--- src/rtl/uart_tx_core_pkg.sv ---
// Shared types and helpers for the UART transmit engine.
package uart_tx_core_pkg;

  typedef enum logic [2:0] {
    IDLE   = 3'd0,
    START  = 3'd1,
    DATA   = 3'd2,
    PARITY = 3'd3,
    STOP   = 3'd4
  } uart_tx_core_state_e;

  typedef enum logic [2:0] {
    NONE  = 3'd0,
    EVEN  = 3'd1,
    ODD   = 3'd2,
    MARK  = 3'd3,
    SPACE = 3'd4
  } uart_parity_e;

  typedef enum logic [1:0] {
    STOP_1   = 2'd0,
    STOP_1P5 = 2'd1,
    STOP_2   = 2'd2
  } uart_stop_e;

  localparam int unsigned MIN_DW = 5;

  function automatic logic [3:0] clamp_data_bits(input logic [3:0] req,
                                                  input int unsigned max_dw);
    if (req < 4'(MIN_DW)) return 4'(MIN_DW);
    if (req > 4'(max_dw)) return 4'(max_dw);
    return req;
  endfunction

  // Codes 5..7 are reserved and fall back to no parity.
  function automatic uart_parity_e decode_parity(input logic [2:0] code);
    case (code)
      3'd1:    return EVEN;
      3'd2:    return ODD;
      3'd3:    return MARK;
      3'd4:    return SPACE;
      default: return NONE;
    endcase
  endfunction

  function automatic uart_stop_e decode_stop(input logic [1:0] code);
    case (code)
      2'd1:    return STOP_1P5;
      2'd2,
      2'd3:    return STOP_2;
      default: return STOP_1;
    endcase
  endfunction

endpackage

--- src/rtl/uart_tx_core_if.sv ---
// Payload handshake and per-frame format between the TX FIFO and the transmit engine.
interface uart_tx_core_if #(
  parameter int unsigned MAX_DW = 8
);
  logic [MAX_DW-1:0] data_i;
  logic              data_valid_i;
  logic              data_ready_o;
  logic [3:0]        data_bits_i;
  logic [2:0]        parity_mode_i;
  logic [1:0]        stop_mode_i;

  modport master (
    output data_i, data_valid_i, data_bits_i, parity_mode_i, stop_mode_i,
    input  data_ready_o
  );

  modport slave (
    input  data_i, data_valid_i, data_bits_i, parity_mode_i, stop_mode_i,
    output data_ready_o
  );
endinterface

--- src/rtl/uart_tx_bit_timer.sv ---
// Counts oversample ticks and flags the tick that ends a period of period_len_i ticks.
module uart_tx_bit_timer #(
  parameter  int unsigned OSR = 16,
  localparam int unsigned LW  = $clog2(2*OSR+1)
) (
  input  logic          clk_i,
  input  logic          arst_ni,
  input  logic [LW-1:0] period_len_i,
  input  logic          clear_i,
  input  logic          tick_i,
  output logic          done_o
);

  logic [LW-1:0] r_cnt;
  logic          w_last;

  assign w_last = (r_cnt == period_len_i - LW'(1));
  assign done_o = tick_i && w_last;

  always_ff @(posedge clk_i or negedge arst_ni) begin
    if (!arst_ni) begin
      r_cnt <= '0;
    end else if (clear_i) begin
      r_cnt <= '0;
    end else if (tick_i) begin
      r_cnt <= w_last ? '0 : r_cnt + LW'(1);
    end
  end

endmodule

--- src/rtl/uart_tx_core.sv ---
// UART transmit engine: frame sequencing, shift register, parity and stop timing.
module uart_tx_core
  import uart_tx_core_pkg::*;
#(
  parameter int unsigned MAX_DW = 8,
  parameter int unsigned OSR    = 16
) (
  input  logic                clk_i,
  input  logic                arst_ni,
  input  logic                tick_i,
  uart_tx_core_if.slave       tx_if,
  output logic                tx_o,
  output logic                busy_o,
  output uart_tx_core_state_e state_o
);

  localparam int unsigned LW = $clog2(2*OSR+1);

  uart_tx_core_state_e r_state;
  logic                r_tx;
  logic [MAX_DW-1:0]   r_shift;
  logic [3:0]          r_bit_cnt;
  logic [3:0]          r_nbits;
  uart_parity_e        r_par_mode;
  logic                r_par_bit;
  logic [LW-1:0]       r_stop_len;

  logic [3:0]          w_nbits;
  uart_parity_e        w_par_mode;
  logic                w_xor;
  logic                w_par_bit;
  logic [LW-1:0]       w_stop_len;
  logic [LW-1:0]       w_period;
  logic                w_done;

  // Frame format decode, only consumed on accept.
  always_comb begin
    w_nbits    = clamp_data_bits(tx_if.data_bits_i, MAX_DW);
    w_par_mode = decode_parity(tx_if.parity_mode_i);
    w_xor      = 1'b0;
    for (int unsigned i = 0; i < MAX_DW; i++) begin
      if (i < 32'(w_nbits)) w_xor = w_xor ^ tx_if.data_i[i];
    end
    w_par_bit = 1'b0;
    case (w_par_mode)
      EVEN:    w_par_bit = w_xor;
      ODD:     w_par_bit = ~w_xor;
      MARK:    w_par_bit = 1'b1;
      default: w_par_bit = 1'b0;
    endcase
    case (decode_stop(tx_if.stop_mode_i))
      STOP_1P5: w_stop_len = LW'(3*OSR/2);
      STOP_2:   w_stop_len = LW'(2*OSR);
      default:  w_stop_len = LW'(OSR);
    endcase
  end

  assign w_period = (r_state == STOP) ? r_stop_len : LW'(OSR);

  // Held clear in IDLE so START counts from the first tick after accept.
  uart_tx_bit_timer #(.OSR(OSR)) u_bit_timer (
    .clk_i        (clk_i),
    .arst_ni      (arst_ni),
    .period_len_i (w_period),
    .clear_i      (r_state == IDLE),
    .tick_i       (tick_i),
    .done_o       (w_done)
  );

  always_ff @(posedge clk_i or negedge arst_ni) begin
    if (!arst_ni) begin
      r_state    <= IDLE;
      r_tx       <= 1'b1;
      r_shift    <= '0;
      r_bit_cnt  <= '0;
      r_nbits    <= '0;
      r_par_mode <= NONE;
      r_par_bit  <= 1'b0;
      r_stop_len <= '0;
    end else begin
      unique case (r_state)
        IDLE: begin
          if (tx_if.data_valid_i) begin
            r_shift    <= tx_if.data_i;
            r_bit_cnt  <= '0;
            r_nbits    <= w_nbits;
            r_par_mode <= w_par_mode;
            r_par_bit  <= w_par_bit;
            r_stop_len <= w_stop_len;
            r_state    <= START;
            r_tx       <= 1'b0;
          end
        end
        START: begin
          if (w_done) begin
            r_state <= DATA;
            r_tx    <= r_shift[0];
          end
        end
        DATA: begin
          if (w_done) begin
            r_shift   <= r_shift >> 1;
            r_bit_cnt <= r_bit_cnt + 4'd1;
            if (r_bit_cnt + 4'd1 == r_nbits) begin
              if (r_par_mode != NONE) begin
                r_state <= PARITY;
                r_tx    <= r_par_bit;
              end else begin
                r_state <= STOP;
                r_tx    <= 1'b1;
              end
            end else begin
              // Next bit is bit 1 of the pre-shift value.
              r_tx <= r_shift[1];
            end
          end
        end
        PARITY: begin
          if (w_done) begin
            r_state <= STOP;
            r_tx    <= 1'b1;
          end
        end
        STOP: begin
          if (w_done) begin
            r_state <= IDLE;
            r_tx    <= 1'b1;
          end
        end
        default: begin
          r_state <= IDLE;
          r_tx    <= 1'b1;
        end
      endcase
    end
  end

  assign tx_if.data_ready_o = (r_state == IDLE);
  assign busy_o             = (r_state != IDLE);
  assign state_o            = r_state;
  assign tx_o               = r_tx;

endmodule

--- src/flat_wrapper.sv ---
// flat-port wrapper written by rule: the top's interface ports become plain ports
module uart_tx_core_flat import uart_tx_core_pkg::*;
#(
  parameter int unsigned MAX_DW = 8,
  parameter int unsigned OSR    = 16
)
  (clk_i, arst_ni, tick_i, tx_o, busy_o, state_o, tx_if_data_i, tx_if_data_valid_i, tx_if_data_bits_i, tx_if_parity_mode_i, tx_if_stop_mode_i, tx_if_data_ready_o);
  uart_tx_core_if #(.MAX_DW(MAX_DW)) tx_if_i ();
  input  logic clk_i;
  input  logic arst_ni;
  input  logic tick_i;
  output logic tx_o;
  output logic busy_o;
  output uart_tx_core_state_e state_o;
  input wire logic [$bits(tx_if_i.data_i)-1:0] tx_if_data_i;
  input wire logic [$bits(tx_if_i.data_valid_i)-1:0] tx_if_data_valid_i;
  input wire logic [$bits(tx_if_i.data_bits_i)-1:0] tx_if_data_bits_i;
  input wire logic [$bits(tx_if_i.parity_mode_i)-1:0] tx_if_parity_mode_i;
  input wire logic [$bits(tx_if_i.stop_mode_i)-1:0] tx_if_stop_mode_i;
  output wire logic [$bits(tx_if_i.data_ready_o)-1:0] tx_if_data_ready_o;
  assign tx_if_i.data_i = tx_if_data_i;
  assign tx_if_i.data_valid_i = tx_if_data_valid_i;
  assign tx_if_i.data_bits_i = tx_if_data_bits_i;
  assign tx_if_i.parity_mode_i = tx_if_parity_mode_i;
  assign tx_if_i.stop_mode_i = tx_if_stop_mode_i;
  assign tx_if_data_ready_o = tx_if_i.data_ready_o;
  uart_tx_core #(.MAX_DW(MAX_DW), .OSR(OSR)) u_core (.clk_i(clk_i), .arst_ni(arst_ni), .tick_i(tick_i), .tx_if(tx_if_i), .tx_o(tx_o), .busy_o(busy_o), .state_o(state_o));
endmodule
--- config.mk ---
export PLATFORM = sky130hd
export DESIGN_NAME = uart_tx_core_flat
export DESIGN_NICKNAME = d
export VERILOG_FILES = /design/src/rtl/uart_tx_core_pkg.sv /design/src/rtl/uart_tx_core_if.sv /design/src/rtl/uart_tx_bit_timer.sv /design/src/rtl/uart_tx_core.sv /design/src/flat_wrapper.sv
export SDC_FILE = /design/constraint.sdc
export NUM_CORES = 1
export LEC_CHECK = 0
export ABC_AREA = 0
export CAP_MARGIN = 10
export CORE_AREA = 2 2 77 57
export DETAILED_ROUTE_END_ITERATION = 12
export DIE_AREA = 0 0 79 59
export GPL_ROUTABILITY_DRIVEN = 0
export HOLD_SLACK_MARGIN = 0.15
export PLACE_DENSITY_LB_ADDON = 0.3
export SLEW_MARGIN = 20
export SYNTH_ARGS = -nofsm -noshare
export SYNTH_HDL_FRONTEND = slang
export SYNTH_SLANG_ARGS = --single-unit
--- constraint.sdc ---
create_clock -name clk_i -period 6.3 [get_ports clk_i]
set_clock_uncertainty 0.2 [all_clocks]
set_input_delay 0.63 -clock clk_i [delete_from_list [all_inputs] [get_ports clk_i]]
set_output_delay 0.63 -clock clk_i [all_outputs]
set_load 0.1 [all_outputs]
==> metrics.yaml, run 1 <==
power_and_ir_drop:
  power_leakage_nw: 0.990
  ir_drop_v: 0.000223
  p_per_area_nw_per_um2: 392
  finalPower_w: 0.000891
timing:
  rsz0062_at_grt: "no"
  drv_slew: 0
  final.min_clock_period_ns: 3.48
  finalCritPeriodShare_pct: 55.3
  worst_slack_ns: 2.82
  fin_tns_setup_ns: 0
  holdWs_ns: 0.291
  relSlewSlack_pct: 35.1
  fmaxAchievable_mhz: 287
  finalHoldViolCount: 0
  final-setup-viol-count: 0
  worstMarginPinSlew_ns: 0.970
min_path:
  hp-start: "u_core.r_shift[6]$_DFFE_PN0P_"
  hp-class: "flop to flop"
  min_path_cells: 1
  holdPathEnd: "u_core.r_shift[6]$_DFFE_PN0P_"
cells_and_area:
  final_cell_area_sq_um: 2270
  fin_nets: 237
  fill_cells: 331
  regArea_sq_um: 827
  multiInputGateArea_sq_um: 1010
  area_delta_synth_final_pct: 18.7
  drive_above_1_share_pct: 8.88
  antenna_cells: 0
clocking:
  path_clk_slew_ns: 0.07
  htreeDepth: 2
  post_cts_buffers: 0
  cts_tree: "yes"
  root_buffer: "clkbuf_8"
  cts_buffer_depth: 2
  cts_resized: 0
  cts.sinks: 33
  hold_buffers: 0
  clk_latency_ns: 0.28
  cts_buffers: 5
setup_path:
  rrSetupSlack_ns: 3.44
  r2r_cells: 8
  startpoint_type: "flop"
  rr_endpoint: "u_core.r_bit_cnt[3]$_DFFE_PN0P_"
  critPathArrivalTime_ns: 2.65
  critical_path.endpoint_type: "output port"
  worstSetupPathType: "flop to output port"
  r2r_start: "u_core.state_o[2]$_DFFE_PN0P_"
  crit_chain: "or3_1 -> inv_2 -> clkdlybuf4s50_1"
  critPathMaxStageDelay_ns: 1.15
  critPathSlowestCell: "clkdlybuf4s50_1"
  crit_fanout: 11
  critPathRequiredTime_ns: 5.47
routing:
  drc: 0
  wl_per_cell_microns: 14.8
  ant_nets: 0
  wirelength_microns: 3940
  drtIter0Drc: 156
  dr_total_vias: 1471
  drt-pass1-iter-count: 4
  viasPerCell: 5.53
floorplanning:
  die_w_microns: 79
  initial_core_util_pct: 49.7
  io_pins: 27
  rows: 19
  die_h_microns: 59
  dieArea_sq_um: 4660
  core_area_sq_um: 3850
yosys:
  seq_area_frac_synth_pct: 43.2
  yosysWarnings: 0
  syn_avg_cell_area_sq_um: 10.2
  synth_edf_count: 0
  syn_area_sq_um: 1910
  synth_area_leaders: "dfrtp_1, nand2_1, o22a_1"
  synth_most_common_cell: "dfrtp_1"
  yosysTopAreaCell: "dfrtp_1"
  syn_inst: 187
  ys.flop_type: "dfrtp_1"
  synth-seq-cells: 33
  async_reset_ff_share_pct: 100
  yosysTopAreaCellShare_pct: 41.8
  synth_cell_type_count: 48
  synth_common_cells: "dfrtp_1, nand2_1, o21ai_0"
  synth_nets: 211
global_route:
  grt-busiest-layer: "met2"
  use_met1_pct: 27.8
  grt_pass1_vias: 1401
  grt_use_met3_pct: 4.88
  grt_antenna_before_repair: 0
  grt_util_met2_pct: 27.8
  grtUsageTotal_pct: 19.2
  overflow: 0
  grt_max_degree: 34
  grt_pass1_wl_microns: 6730
job:
  maxCapViolations: 0
outcome:
  status: "finished, final reports clean"
place:
  portBuffers: 26
  dpl_cell_area_sq_um: 2190
  hpwl_microns: 2880
  pre_cts_ws_ns: 3.14
==> cells by family (layout without fill, tap and decap cells) <==
family	count (synthesis)	count (layout)	synth area share, %
adder cells (fa/ha/maj)	3	3	1.96
multiplexers	3	3	1.57
buffers and inverters	14	41	4.18
XOR/XNOR	17	17	11.3
AND/OR/NAND/NOR	70	70	19.2
AO/OA/AOI/OAI	47	47	18.6
flip-flops	33	33	43.2
==> report_power, final <==
group          total (W)  internal, W  switching [W]
Combinational   0.000380     0.000144       0.000236
Sequential      0.000354     0.000289      0.0000648
Clock           0.000157    0.0000766      0.0000803
==> metal layers <==
layer	vias to the layer above	wire [microns]
li1	718	-
met2	39	1710
met5	-	0
met1	707	1980
met4	0	70
met3	7	176
==> worst max-delay path by stage <==
stage / startpoint / to / cells past startpoint
floorplan: u_core.state_o[2]$_DFFE_PN0P_ / u_core.state_o[1]$_DFFE_PN0P_ / 8
global placement: u_core.state_o[0]$_DFFE_PN0P_ / tx_if_data_ready_o / 3
detailed placement: u_core.state_o[0]$_DFFE_PN0P_ / tx_if_data_ready_o / 3
CTS: u_core.state_o[0]$_DFFE_PN0P_ / tx_if_data_ready_o / 3
global route: u_core.state_o[0]$_DFFE_PN0P_ / tx_if_data_ready_o / 3
finish: u_core.state_o[0]$_DFFE_PN0P_ / tx_if_data_ready_o / 3
==> worst max-delay path, delay by kind of cell, from the launching register on <==
kind | cells | cell delay, ns
simple gates | 1 | 0.56
buf+inv | 2 | 1.33
flops | 1 | 0.48
==> flip-flops by register name (all words and copies together) (netlist names) <==
register,count
u_core.r_bit_cnt,4
u_core.r_par_mode,3
u_core.u_bit_timer.r_cnt,6
u_core.r_stop_len,3
u_core.r_par_bit,1
u_core.tx_o,1
u_core.state_o,3
u_core.r_shift,8
u_core.r_nbits,4
==> cells in the final DEF, fill, tap and decap left out, types with 2 or more instances in the layout <==
cell	Yosys	routed
o22a_1	8	8
ha_1	3	3
dfrtp_1	32	32
nand2b_1	3	3
clkinv_2	0	2
and3_1	2	2
clkbuf_8	0	5
a21oi_1	2	2
o21a_1	8	8
o2111ai_1	2	2
o22ai_1	2	2
mux2i_1	3	3
clkdlybuf4s50_1	0	26
xor2_1	7	7
o31ai_1	4	4
xnor2_1	5	5
inv_1	5	5
o21ai_0	12	12
o211ai_1	3	3
nand2_1	30	30
nand3_1	9	9
nor2_1	10	10
and2_1	2	2
xnor3_1	3	3
==> metrics by stage <==
stage               util [%]  cells
floorplan                  -    187
global placement        56.9    258
detailed placement      56.9    258
CTS                     59.0    266
global route            59.0    266
finish                  59.0    266
==> cell type report <==
cell class / instances / area share [%]
tap: 52 / 2.86
inverter: 6 / 0.991
clock inverter: 2 / 0.441
sequential: 33 / 36.4
timing repair buffer: 27 / 11.8
clock buffer: 6 / 3.19
multi-input combinational: 140 / 44.3
Note: power is estimated with default switching activity, not from simulation.
==> run 2: changes to the inputs <==
--- a/config.mk
+++ b/config.mk
@@ -7,9 +7,9 @@
 export LEC_CHECK = 0
 export ABC_AREA = 0
 export CAP_MARGIN = 10
-export CORE_AREA = 2 2 77 57
+export CORE_AREA = 2 2 78 58
 export DETAILED_ROUTE_END_ITERATION = 12
-export DIE_AREA = 0 0 79 59
+export DIE_AREA = 0 0 80 60
 export GPL_ROUTABILITY_DRIVEN = 0
 export HOLD_SLACK_MARGIN = 0.15
 export PLACE_DENSITY_LB_ADDON = 0.3
==> constraint.sdc (replaced) <==
create_clock -name clk_i -period 3.1 [get_ports clk_i]
set_clock_uncertainty 0.2 [all_clocks]
set_input_delay 0.31 -clock clk_i [delete_from_list [all_inputs] [get_ports clk_i]]
set_output_delay 0.31 -clock clk_i [all_outputs]
set_load 0.1 [all_outputs]
==> run 2 against run 1 <==
Non-clock buffer count grew 1. Wire length shrank 3.7%. Sequential power grew 100%. Register-to-register slack lost 3.1 ns. Count of clock-buffer cells in the layout grew 2. Clock power grew 110%. Die area grew 3.0%. Setup slack lost 2.5 ns. Final cell count grew 1.5%. First-iteration DRC count shrank 62%. Sequential share of layout area is essentially flat. Critical path type is now flop to flop. Largest cell class unchanged. Highest routed layer unchanged.
==> metrics.yaml, run 2 (synthesis results as in run 1) <==
clocking:
  cts_buffers: 5  # unchanged
  cts.sinks: 33  # unchanged
  cts_tree: "yes"
  path_clk_slew_ns: 0.06  # about the same
  cts_buffer_depth: 2  # unchanged
  root_buffer: "clkbuf_8"
  hold_buffers: 0  # unchanged
  htreeDepth: 2  # unchanged
  post_cts_buffers: 0  # unchanged
  cts_resized: 0  # unchanged
  clk_latency_ns: 0.28  # about the same
routing:
  viasPerCell: 5.25  # -5.0%
  dr_total_vias: 1418  # -3.6%
  drtIter0Drc: 60  # -62%
  wl_per_cell_microns: 14.1  # -5.1%
  wirelength_microns: 3800  # -3.7%
  drt-pass1-iter-count: 4  # unchanged
  ant_nets: 0  # unchanged
  drc: 0  # unchanged
setup_path:
  r2r_cells: 8  # unchanged
  rrSetupSlack_ns: 0.30  # -3.14 ns
  critPathRequiredTime_ns: 3.06  # -2.41 ns
  startpoint_type: "flop"
  rr_endpoint: "u_core.r_bit_cnt[3]$_DFFE_PN0P_"
  r2r_start: "u_core.state_o[1]$_DFFE_PN0P_"
  critical_path.endpoint_type: "flop"
  critPathArrivalTime_ns: 2.76  # +0.11 ns
  worstSetupPathType: "flop to flop"
  crit_fanout: 16  # +5
power_and_ir_drop:
  power_leakage_nw: 1.00  # +0.98%
  ir_drop_v: 0.000521  # +130%
  finalPower_w: 0.00182  # +100%
  p_per_area_nw_per_um2: 798  # +100%
place:
  hpwl_microns: 2810  # -2.5%
  portBuffers: 26  # unchanged
timing:
  finalHoldViolCount: 0  # unchanged
  finalCritPeriodShare_pct: 90.4
  drv_slew: 0  # unchanged
  rsz0062_at_grt: "no"
  fmaxAchievable_mhz: 357
  fin_tns_setup_ns: 0  # unchanged
  holdWs_ns: 0.234  # -0.0573 ns
  final-setup-viol-count: 0  # unchanged
  worstMarginPinSlew_ns: 0.738  # -0.232 ns
  final.min_clock_period_ns: 2.80
  relSlewSlack_pct: 50.7  # +16 points
cells_and_area:
  layout_common_cells: "dfrtp_1, nand2_1, clkdlybuf4s50_1"
  largest-register: "u_core.r_shift"
  fill_cells: 378  # +14%
  antenna_cells: 0  # unchanged
  reg.largest.list: "u_core.r_shift x8, u_core.u_bit_timer.r_cnt x6"
  layout_commonest_cell: "dfrtp_1"
  fin_nets: 238  # +0.42%
  area_delta_synth_final_pct: 19.0
  drive_above_1_share_pct: 12.1  # +3.2 points
  largest_reg_flops: 8  # unchanged
  utilization_pct: 55.5  # -3.5 points
job:
  maxCapViolations: 0  # unchanged
floorplanning:
  rows: 20  # +1
  die_h_microns: 60  # +1.7%
  initial_core_util_pct: 46.6  # -3.1 points
  dieArea_sq_um: 4800  # +3.0%
  die_w_microns: 80  # +1.3%
  io_pins: 27  # unchanged
  core_area_sq_um: 4100  # +6.6%
global_route:
  grt_pass1_wl_microns: 6570  # -2.4%
  grt_antenna_before_repair: 0  # unchanged
  grt_max_degree: 34  # unchanged
  overflow: 0  # unchanged
  grtUsageTotal_pct: 18.4  # -0.78 points
  grt_pass1_vias: 1359  # -3.0%
outcome:
  status: "finished, final reports clean"
min_path:
  hp-class: "primary input to async pin"
[run 2: per-stage QoR]
stage                     instance area [sq um]  std cells  setup slack [ns]
after global placement                     2190        262             0.384
after floorplan                            1920        187            0.0112
after CTS                                  2280        270             0.314
after detailed placement                   2190        262             0.326
final                                      2280        270             0.297
after global routing                       2280        270            0.0766
[run 2: worst max path at each step]
stage                     slack [ns]                              end                           from  depth (start not counted)
after CTS                       0.31  u_core.r_bit_cnt[3]$_DFFE_PN0P_  u_core.state_o[1]$_DFFE_PN0P_                          8
after floorplan                 0.01    u_core.r_shift[2]$_DFFE_PN0P_  u_core.state_o[0]$_DFFE_PN0P_                          8
after global placement          0.38  u_core.r_bit_cnt[3]$_DFFE_PN0P_  u_core.state_o[1]$_DFFE_PN0P_                          8
after global routing            0.08  u_core.r_bit_cnt[3]$_DFFE_PN0P_  u_core.state_o[1]$_DFFE_PN0P_                          8
after detailed placement        0.33  u_core.r_bit_cnt[3]$_DFFE_PN0P_  u_core.state_o[1]$_DFFE_PN0P_                          8
final                           0.30  u_core.r_bit_cnt[3]$_DFFE_PN0P_  u_core.state_o[1]$_DFFE_PN0P_                          8
[run 2: routing by layer]
layer / GRT usage (%) / wire [microns]
met5: 0 / 0
met3: 4.08 / 107
met2: 23.1 / 1460
met1: 29.4 / 2170
met4: 7.99 / 65
[run 2: final cells by class]
class,instances,area (sq um),area share (%)
Timing Repair Buffer,28,260,11.4
Multi-Input combinational cell,140,1010,44.2
Inverter,6,22.5,0.989
Clock buffer,8,90.1,3.96
Tap cell,55,68.8,3.02
Sequential cell,33,828,36.4
[run 2: power breakdown]
part | internal [W] | switching, W
Clock | 0.000181 | 0.000147
Combinational | 0.000287 | 0.000480
Sequential | 0.000588 | 0.000133
[run 2: critical path, stage by stage, from the launching register on]
cell and delay [ns]:
dfrtp_1 0.50, and4bb_4 0.44, inv_1 0.05, ha_1 0.29, xor2_1 0.16, and4_1 0.31, nand4_4 0.25, nand2_1 0.35
o22ai_1 0.12
